### src/rtl/encoder_scheduler_if.sv
// Control/status bundle between the encoder scheduler and its host.
// Signal widths derive from NUM_ENC exactly as in the scheduler itself.
interface encoder_scheduler_if #(
    parameter int unsigned NUM_ENC = 2
);
    localparam int unsigned PERIOD = 4 * NUM_ENC;
    localparam int unsigned PW     = $clog2(PERIOD);
    localparam int unsigned SW     = $clog2(NUM_ENC);

    logic               enable;
    logic               bx0_sync;
    logic [PW-1:0]      latch_offset;
    logic [3:0]         sel_delay;
    logic               clear_err;
    logic [NUM_ENC-1:0] latch;
    logic [SW-1:0]      mux_sel;
    logic               frame_start;
    logic [PW-1:0]      phase;
    logic [1:0]         state;
    logic               misalign;
    logic [7:0]         resync_cnt;

    modport master (
        output enable, bx0_sync, latch_offset, sel_delay, clear_err,
        input  latch, mux_sel, frame_start, phase, state, misalign, resync_cnt
    );

    modport slave (
        input  enable, bx0_sync, latch_offset, sel_delay, clear_err,
        output latch, mux_sel, frame_start, phase, state, misalign, resync_cnt
    );
endinterface

### src/rtl/encoder_scheduler.sv
// Round-robin latch sequencer for the priority-encoder bank: BX0-aligned
// phase counter, per-encoder latch strobes, delayed mux select, resync tracking.
module encoder_scheduler #(
    parameter int unsigned NUM_ENC = 2
) (
    input  logic               clock4x,
    input  logic               global_reset_n,
    encoder_scheduler_if.slave bus
);
    localparam int unsigned PERIOD = 4 * NUM_ENC;
    localparam int unsigned PW     = $clog2(PERIOD);
    localparam int unsigned SW     = $clog2(NUM_ENC);
    localparam int unsigned DEPTH  = 16;

    typedef enum logic [1:0] {
        ST_IDLE = 2'd0,
        ST_ARM  = 2'd1,
        ST_RUN  = 2'd2
    } state_t;

    state_t             r_state;
    logic [PW-1:0]      r_phase;
    logic [PW-1:0]      r_offset;
    logic [3:0]         r_sel_delay;
    logic [NUM_ENC-1:0] r_latch;
    logic               r_frame_start;
    logic               r_misalign;
    logic [7:0]         r_resync_cnt;
    logic [SW-1:0]      r_line [DEPTH];
    logic [SW-1:0]      r_mux_sel;

    logic               w_run;
    logic               w_last;
    logic               w_resync;
    logic               w_shadow_ld;
    logic [SW-1:0]      w_sel_raw;
    logic [NUM_ENC-1:0] w_slot_hit;

    assign w_run       = (r_state == ST_RUN);
    assign w_last      = (r_phase == PW'(PERIOD - 1));
    // Enable drop outranks a coincident BX0, so no resync is counted then.
    assign w_resync    = w_run && bus.enable && bus.bx0_sync && !w_last;
    assign w_shadow_ld = !w_run || w_last || w_resync;
    assign w_sel_raw   = w_run ? SW'(r_phase >> 2) : '0;

    for (genvar i = 0; i < NUM_ENC; i++) begin : g_slot
        assign w_slot_hit[i] = (r_phase == PW'(r_offset + PW'(4 * i)));
    end

    // Sequencer FSM with phase counter and strobe outputs.
    always_ff @(posedge clock4x or negedge global_reset_n) begin
        if (!global_reset_n) begin
            r_state       <= ST_IDLE;
            r_phase       <= '0;
            r_latch       <= '0;
            r_frame_start <= 1'b0;
        end else begin
            r_latch       <= '0;
            r_frame_start <= 1'b0;
            case (r_state)
                ST_IDLE: begin
                    r_phase <= '0;
                    if (bus.enable) begin
                        r_state <= ST_ARM;
                    end
                end
                ST_ARM: begin
                    r_phase <= '0;
                    if (!bus.enable) begin
                        r_state <= ST_IDLE;
                    end else if (bus.bx0_sync) begin
                        r_state <= ST_RUN;
                    end
                end
                ST_RUN: begin
                    r_latch       <= w_slot_hit;
                    r_frame_start <= (r_phase == '0);
                    if (!bus.enable) begin
                        r_state <= ST_IDLE;
                        r_phase <= '0;
                    end else if (w_resync) begin
                        r_phase <= '0;
                    end else begin
                        r_phase <= PW'(r_phase + 1'b1);
                    end
                end
                default: begin
                    r_state <= ST_IDLE;
                    r_phase <= '0;
                end
            endcase
        end
    end

    // Configuration shadows only move on frame boundaries while running.
    always_ff @(posedge clock4x or negedge global_reset_n) begin
        if (!global_reset_n) begin
            r_offset    <= '0;
            r_sel_delay <= '0;
        end else if (w_shadow_ld) begin
            r_offset    <= bus.latch_offset;
            r_sel_delay <= bus.sel_delay;
        end
    end

    // Sticky misalignment flag and saturating resync counter; clear wins.
    always_ff @(posedge clock4x or negedge global_reset_n) begin
        if (!global_reset_n) begin
            r_misalign   <= 1'b0;
            r_resync_cnt <= '0;
        end else if (bus.clear_err) begin
            r_misalign   <= 1'b0;
            r_resync_cnt <= '0;
        end else if (w_resync) begin
            r_misalign <= 1'b1;
            if (r_resync_cnt != 8'hFF) begin
                r_resync_cnt <= r_resync_cnt + 8'd1;
            end
        end
    end

    // Free-running select delay line; the tap moves without flushing.
    always_ff @(posedge clock4x or negedge global_reset_n) begin
        if (!global_reset_n) begin
            for (int k = 0; k < DEPTH; k++) begin
                r_line[k] <= '0;
            end
            r_mux_sel <= '0;
        end else begin
            r_line[0] <= w_sel_raw;
            for (int k = 1; k < DEPTH; k++) begin
                r_line[k] <= r_line[k-1];
            end
            r_mux_sel <= r_line[r_sel_delay];
        end
    end

    assign bus.latch       = r_latch;
    assign bus.mux_sel     = r_mux_sel;
    assign bus.frame_start = r_frame_start;
    assign bus.phase       = r_phase;
    assign bus.state       = 2'(r_state);
    assign bus.misalign    = r_misalign;
    assign bus.resync_cnt  = r_resync_cnt;

endmodule
### src/flat_wrapper.sv
// flat-port wrapper written by rule: the top's interface ports become plain ports
module encoder_scheduler_flat 
#(
    parameter int unsigned NUM_ENC = 2
)
  (clock4x, global_reset_n, bus_enable, bus_bx0_sync, bus_latch_offset, bus_sel_delay, bus_clear_err, bus_latch, bus_mux_sel, bus_frame_start, bus_phase, bus_state, bus_misalign, bus_resync_cnt);
  encoder_scheduler_if #(.NUM_ENC(NUM_ENC)) bus_i ();
  input  logic clock4x;
  input  logic global_reset_n;
  input wire logic [$bits(bus_i.enable)-1:0] bus_enable;
  input wire logic [$bits(bus_i.bx0_sync)-1:0] bus_bx0_sync;
  input wire logic [$bits(bus_i.latch_offset)-1:0] bus_latch_offset;
  input wire logic [$bits(bus_i.sel_delay)-1:0] bus_sel_delay;
  input wire logic [$bits(bus_i.clear_err)-1:0] bus_clear_err;
  output wire logic [$bits(bus_i.latch)-1:0] bus_latch;
  output wire logic [$bits(bus_i.mux_sel)-1:0] bus_mux_sel;
  output wire logic [$bits(bus_i.frame_start)-1:0] bus_frame_start;
  output wire logic [$bits(bus_i.phase)-1:0] bus_phase;
  output wire logic [$bits(bus_i.state)-1:0] bus_state;
  output wire logic [$bits(bus_i.misalign)-1:0] bus_misalign;
  output wire logic [$bits(bus_i.resync_cnt)-1:0] bus_resync_cnt;
  assign bus_i.enable = bus_enable;
  assign bus_i.bx0_sync = bus_bx0_sync;
  assign bus_i.latch_offset = bus_latch_offset;
  assign bus_i.sel_delay = bus_sel_delay;
  assign bus_i.clear_err = bus_clear_err;
  assign bus_latch = bus_i.latch;
  assign bus_mux_sel = bus_i.mux_sel;
  assign bus_frame_start = bus_i.frame_start;
  assign bus_phase = bus_i.phase;
  assign bus_state = bus_i.state;
  assign bus_misalign = bus_i.misalign;
  assign bus_resync_cnt = bus_i.resync_cnt;
  encoder_scheduler #(.NUM_ENC(NUM_ENC)) u_core (.clock4x(clock4x), .global_reset_n(global_reset_n), .bus(bus_i));
endmodule
### config.mk
export PLATFORM = sky130hd
export DESIGN_NAME = encoder_scheduler_flat
export DESIGN_NICKNAME = d
export VERILOG_FILES = /design/src/rtl/encoder_scheduler_if.sv /design/src/rtl/encoder_scheduler.sv /design/src/flat_wrapper.sv
export SDC_FILE = /design/constraint.sdc
export NUM_CORES = 1
export LEC_CHECK = 0
export BUFFER_PORTS_ARGS = -buffer_cell sky130_fd_sc_hd__buf_2
export CAP_MARGIN = 20
export CORE_MARGIN = 2
export CORE_UTILIZATION = 49
export DETAILED_ROUTE_END_ITERATION = 16
export PLACE_DENSITY = 0.72
export SLEW_MARGIN = 5
export SYNTH_ARGS = -nofsm -noshare
export SYNTH_HDL_FRONTEND = slang
export SYNTH_SLANG_ARGS = --single-unit
export TNS_END_PERCENT = 20
### constraint.sdc
create_clock -name clock4x -period 1.87 [get_ports clock4x]
set_clock_uncertainty 0.05 [all_clocks]
set_input_delay 0.187 -clock clock4x [delete_from_list [all_inputs] [get_ports clock4x]]
set_output_delay 0.187 -clock clock4x [all_outputs]
set_load 0.02 [all_outputs]
==> flow_summary_export.csv, run 1 <==
group,metric,value,unit
layout,area_growth,22.4,%
detailed_routing,avgViaCountPerCell,5.20,
die,fp-row-count,21,
place,detailed_place.area,1880,sq um
timing,finalSetupViolCount,0,
yosys,ys_top_cells_by_count,"41 x sky130_fd_sc_hd__dfrtp_1, 10 x sky130_fd_sc_hd__nor2_1, 6 x sky130_fd_sc_hd__mux2_2",
die,die_area,3900,sq um
clock_network,clkSinkCount,41,
clock_network,cts_htree_levels,2,
die,floorplan.io_pins,30,
timing,finalWorstPathRequiredPeriod,1.77,ns
setup_path,arrival,2.02,ns
timing,period_utilization_post_route,0.946,
timing,final.setup.worst_slack,0.101,ns
setup_path,crit_required,2.12,ns
setup_path,critPathLaunch,"u_core.bus.phase[0]",
die,die_w,62.4,um
power,worst_ir_drop_vdd,0.000506,V
clock_network,cts.path.max_buffers,2,
place,routabilityCongestion,0.815,
setup_path,worstSetupEndpointType,"register",
yosys,yosys.cell_types.count,31,
clock_network,cts.reportedPaths.clkPinSlew,0.13,ns
detailed_routing,antenna_violation_net_count_after_detailed_routing,0,
yosys,ys.warnings.count,0,
yosys,synth_fp_nets,139,
place,dp.final_hpwl,2.04,mm
timing,final.setup.tns,0,ns
global_routing,antenna_found_initial,0,
yosys,synth_edf_count,0,
yosys,yosysMostFrequentCell,"sky130_fd_sc_hd__dfrtp_1",
power,design_power_total,1650,uW
run,max_cap_violations,0,
setup_path,path_class,"reg -> reg",
yosys,post_synth_main_area_contributors,"sky130_fd_sc_hd__dfrtp_1 61%, sky130_fd_sc_hd__mux4_2 5.4%, sky130_fd_sc_hd__mux2_2 4.0%",
yosys,per_instance_average_area_after_synthesis,13.6,sq um
yosys,synth.yosys.seq_area_share,0.613,
timing,grt_setup_unrepaired,"false",
detailed_routing,routed-via-count,1107,
global_routing,grt_overflow,0,
yosys,postSynth.asyncResetShare,1.00,
min_path,timing.hold.worst.class,"in -> reg",
yosys,top_ff_cell_synth,"sky130_fd_sc_hd__dfrtp_1",
yosys,syn_inst_count,123,
layout,finish.instance_area,2050,sq um
global_routing,grt_start_max_net_pins,42,
clock_network,clk-insertion-delay-late,0.36,ns
yosys,synth_top_cell_by_area,"sky130_fd_sc_hd__dfrtp_1",
layout,number_of_diodes_added_for_antenna_fixing,0,
die,start_util,0.505,
place,placement.io_buffers,29,
global_routing,grt_usage,0.177,
clock_network,cts_tree,"done",
detailed_routing,drt_first_iter_violations,33,
place,dpl_worst_slack,0.00604,ns
timing,timing_max_transition_violations_final,0,
detailed_routing,dr.pass1.iters,4,
clock_network,cts-buffers-inserted,5,
timing,hold_violations,0,
yosys,ys_ff_latch,41,
setup_path,reg2reg_depth,6,
timing,fmax,565,MHz
setup_path,cp-endpoint,"u_core.bus.resync_cnt[5]",
yosys,yosys.area.top_type_share,0.613,
power,power.static_leakage,0.00105,uW
setup_path,crit-reg2reg-capture,"u_core.bus.resync_cnt[5]",
setup_path,critPathMaxFanout,6,
yosys,synthesized_area,1670,sq um
setup_path,reg2reg_slack,0.10,ns
detailed_routing,routed_wire_length_per_instance,13.9,um
timing,max_slew_margin,0.669,
detailed_routing,drc_errors,0,
detailed_routing,route.final.wire_length,2.95,mm
die,core_area,3310,sq um
outcome,run_status,"finished clean",
power,pwr_density_cell,804,nW/um^2
clock_network,clockRootBuffer,"sky130_fd_sc_hd__clkbuf_4",
setup_path,reg2reg_from,"u_core.bus.phase[0]",
setup_path,critical_path.startpoint_type,"register",
global_routing,first_global_vias,1117,
layout,drive_gt1_frac,0.329,
timing,tightest_slew,0.496,ns
global_routing,grt_pass1_wl,5.23,mm
layout,finalNetCount,182,
die,die-height,62.4,um
-- worst max-delay path: stages, from the launching register on --
cell and delay [ns]:
sky130_fd_sc_hd__dfrtp_2 0.43, sky130_fd_sc_hd__ha_1 0.20, sky130_fd_sc_hd__ha_1 0.23, sky130_fd_sc_hd__nor2b_4 0.16, sky130_fd_sc_hd__o211ai_4 0.12, sky130_fd_sc_hd__or3_1 0.37
sky130_fd_sc_hd__a21oi_1 0.14
-- timing repair --
| item | CTS | global route |
|---|---|---|
| buffers inserted | 0 | 1 |
| gates resized for setup | 1 | 1 |
| hold endpoints to repair | 45 | 1 |
| setup endpoints to repair | 2 | 3 |
| pin swaps | 0 | 0 |
| hold buffers | 5 | 1 |
-- report_power, final --
| part | internal, uW | switching [uW] |
|---|---|---|
| logic | 52.5 | 56.2 |
| clock network | 318 | 296 |
| registers | 905 | 18.9 |
| total | 1270 | 371 |
-- area by class of cell --
cell class,count,area [sq um]
inverters,2,7.51
clock buffers,6,51.3
flip-flops and latches,41,1030
fillers,292,1260
clock inverters,2,37.5
well taps,46,57.6
repair buffers,39,235
multi-input cells,77,631
-- sequential cells by signal, indices dropped and copies added (netlist names) --
name,count
u_core.r_line,16
u_core.bus.mux_sel,1
u_core.bus.frame_start,1
u_core.bus.resync_cnt,8
u_core.bus.phase,3
u_core.r_offset,3
u_core.bus.latch,2
u_core.bus.state,2
u_core.r_sel_delay,4
u_core.bus.misalign,1
-- through the flow --
| stage | instances | hold slack [ns] | utilization |
|---|---|---|---|
| floorplan | 123 | -0.159 | - |
| global placement | 198 | 0.213 | 0.569 |
| detailed placement | 198 | 0.227 | 0.569 |
| CTS | 211 | 0.00583 | 0.611 |
| global route | 213 | 0.00816 | 0.618 |
| finish | 213 | 0.0115 | 0.618 |
-- how the worst min path moves through the flow --
stage | endpoint | startpoint | cells past startpoint | slack [ns]
after floorplan | u_core.bus.frame_start | global_reset_n | 0 | -0.16
after global placement | u_core.r_sel_delay[0] | global_reset_n | 2 | 0.21
after detailed placement | u_core.r_sel_delay[2] | global_reset_n | 2 | 0.23
after CTS | u_core.r_sel_delay[2] | bus_sel_delay[2] | 2 | 0.006
after global routing | u_core.r_offset[2] | bus_latch_offset[2] | 2 | 0.008
final | u_core.r_offset[2] | bus_latch_offset[2] | 2 | 0.01
-- cells in the final DEF, fill, tap and decap left out, drive strengths merged, types with 3 or more instances in the layout --
cell type	synthesis	routed
and2	3	3
mux2i	5	5
mux2	7	7
nor2	10	10
buf	3	33
nand4	3	3
nor2b	3	3
nand2	5	5
mux4	4	4
and3b	3	3
dlygate4sd3	0	6
dfrtp	41	41
clkbuf	0	6
nand3	5	5
xor2	3	3
ha	4	4
a21oi	5	5
-- metal layers --
metal  GRT usage  routed length (um)
met2       0.274                1460
met3      0.0432                 122
met5           0                   0
met4      0.0917                  74
met1       0.232                1290
-- cell families after synthesis --
group                    count (synthesis)  synth area share
AND/OR/NAND/NOR                         41             0.135
AO/OA/AOI/OAI                           11            0.0509
flip-flops                              41             0.613
adder cells (fa/ha/maj)                  4            0.0299
XOR/XNOR                                 5            0.0262
buffers and inverters                    5            0.0142
multiplexers                            16             0.131
(Power assumes the default switching activity.)
==> run 2, diff against run 1 <==
Settings changed: CORE_ASPECT_RATIO set to 0.8.
==> flow_summary_export.csv, run 2 (synthesis gave the netlist of run 1 again) <==
group,metric,value,unit
outcome,run_status,"finished clean",
detailed_routing,routed_wire_length_per_instance,15.0,um
global_routing,antenna_found_initial,0,
global_routing,grt_overflow,0,
clock_network,cts.path.max_buffers,2,
power,design_power_total,1650,uW
setup_path,path_class,"reg -> reg",
layout,largest_register_ff_count,16,
setup_path,crit_required,2.04,ns
power,power.internal,1280,uW
layout,final_core_utilization,0.632,
detailed_routing,dr.pass1.iters,4,
place,dp.final_hpwl,2.13,mm
power,switching_power,369,uW
setup_path,critPathMaxFanout,6,
run,max_cap_violations,0,
timing,max_slew_margin,0.665,
die,die-height,56.3,um
layout,filler_cell_count,254,
layout,drive_gt1_frac,0.352,
die,fp-row-count,18,
layout,finish.instance_area,2010,sq um
timing,fmax,568,MHz
clock_network,cts-buffers-inserted,5,
setup_path,cells_traversed_along_the_worst_timing_path,"ha_1 -> ha_1 -> nor2b_2 -> o211ai_4 -> or3_1 -> a21oi_1",
die,die_w,69.3,um
min_path,timing.hold.worst.class,"in -> reg",
layout,number_of_diodes_added_for_antenna_fixing,0,
detailed_routing,drt_first_iter_violations,66,
power,netSwitchingFraction,0.224,
die,die_area,3900,sq um
clock_network,cts.reportedPaths.clkPinSlew,0.07,ns
layout,largest_register,"u_core.r_line",
global_routing,first_global_vias,1096,
detailed_routing,avgViaCountPerCell,5.42,
min_path,timing.hold.worst_endpoint,"u_core.r_offset[1]",
setup_path,critical_path.startpoint_type,"register",
detailed_routing,route.final.wire_length,3.03,mm
setup_path,crit_path_top_delay_cell,"sky130_fd_sc_hd__dfrtp_2",
timing,finalSetupViolCount,0,
timing,holdWs,0.0702,ns
layout,most-common-layout-cells,"40 x sky130_fd_sc_hd__dfrtp_1, 29 x sky130_fd_sc_hd__buf_2, 10 x sky130_fd_sc_hd__nor2_1",
setup_path,cp_common_cell,"sky130_fd_sc_hd__ha_1",
detailed_routing,antenna_violation_net_count_after_detailed_routing,0,
global_routing,grt_usage,0.170,
setup_path,worst_path_largest_cell_delay,0.41,ns
place,placement.io_buffers,29,
place,detailed_place.area,1880,sq um
timing,tightest_slew,0.503,ns
setup_path,reg2reg_from,"u_core.bus.phase[0]",
layout,area_growth,19.9,%
setup_path,crit-reg2reg-capture,"u_core.bus.resync_cnt[5]",
clock_network,cts_tree,"done",
power,comb_power_share,0.061,
timing,final.setup.tns,0,ns
layout,finalNetCount,177,
timing,grt_setup_unrepaired,"false",
clock_network,clockRootBuffer,"sky130_fd_sc_hd__clkbuf_8",
die,core_area,3180,sq um
clock_network,clkSinkCount,41,
layout,most_frequent_standard_cell_in_the_layout_excluding_fill_and_tap_cells,"sky130_fd_sc_hd__dfrtp_1",
setup_path,worstSetupEndpointType,"register",
timing,timing_max_transition_violations_final,0,
place,routabilityCongestion,0.813,
clock_network,clk-insertion-delay-late,0.29,ns
setup_path,reg2reg_slack,0.11,ns
power,power.sequential.fraction,0.559,
min_path,timing.hold.worst_path_depth,2,
die,start_util,0.527,
detailed_routing,routed-via-count,1094,
setup_path,arrival,1.93,ns
min_path,worst_hold_startpoint,"bus_latch_offset[1]",
power,power.static_leakage,0.00103,uW
global_routing,grt_start_max_net_pins,42,
timing,finalWorstPathRequiredPeriod,1.76,ns
die,floorplan.io_pins,30,
timing,period_utilization_post_route,0.941,
power,clockPowerShare,0.380,
power,pwr_density_cell,824,nW/um^2
setup_path,reg2reg_depth,6,
timing,hold_violations,0,
power,worst_ir_drop_vdd,0.000512,V
detailed_routing,drc_errors,0,
clock_network,cts_htree_levels,2,
global_routing,grt_pass1_wl,5.11,mm
## run 2: stage by stage
stage | worst slack (ns) | std cells
2_1_floorplan | 0.0244 | 123
3_3_place_gp | 0.0960 | 192
5_1_grt | 0.0208 | 202
3_5_place_dp | 0.0512 | 192
4_1_cts | 0.0200 | 201
6_report | 0.110 | 202
## run 2: how the worst max path moves through the flow
stage	end	from
after floorplan	u_core.bus.resync_cnt[3]	u_core.bus.phase[1]
after global placement	u_core.bus.resync_cnt[5]	u_core.bus.phase[1]
after detailed placement	u_core.bus.resync_cnt[5]	u_core.bus.phase[1]
after CTS	u_core.bus.resync_cnt[5]	u_core.bus.phase[1]
after global routing	u_core.bus.resync_cnt[3]	u_core.bus.phase[0]
final	u_core.bus.resync_cnt[5]	u_core.bus.phase[0]
## run 2: what timing repair did
action                                  in CTS  in global routing
buffers inserted                             0                  1
hold buffers                                 1                  0
hold endpoints to repair                    41                  0
resized for setup                            0                  3
endpoints found under the setup margin       0                  5
## run 2: worst max-delay path, delay by kind of cell, from the launching register on
kind / cells / cell delay, ns
flip-flops: 1 / 0.41
AO/OA/AOI/OAI: 2 / 0.27
adder cells (fa/ha/maj): 2 / 0.41
AND/OR/NAND/NOR: 2 / 0.55
## run 2: area by class of cell
type	count	area, sq um	area share
inverters	2	7.51	0.00374
clock inverters	1	5.00	0.00250
repair buffers	34	185	0.0923
well taps	40	50.0	0.0250
multi-input cells	77	634	0.316
clock buffers	7	96.3	0.0480
flip-flops and latches	41	1030	0.512
## run 2: power by group through the flow
stage	Combinational [uW]	Sequential [uW]	Clock [uW]
after detailed placement	101	941	0
after global routing	113	927	674
final	101	924	628
after CTS	103	924	639
after floorplan	44.0	947	0
after global placement	97.3	939	0
## run 2: metal layers
metal | share of wire | up-vias | GRT usage
li1 | - | 516 | -
met1 | 0.45 | 541 | 0.217
met2 | 0.48 | 28 | 0.276
met3 | 0.046 | 9 | 0.0467
met4 | 0.019 | 0 | 0.0728
met5 | 0 | - | 0
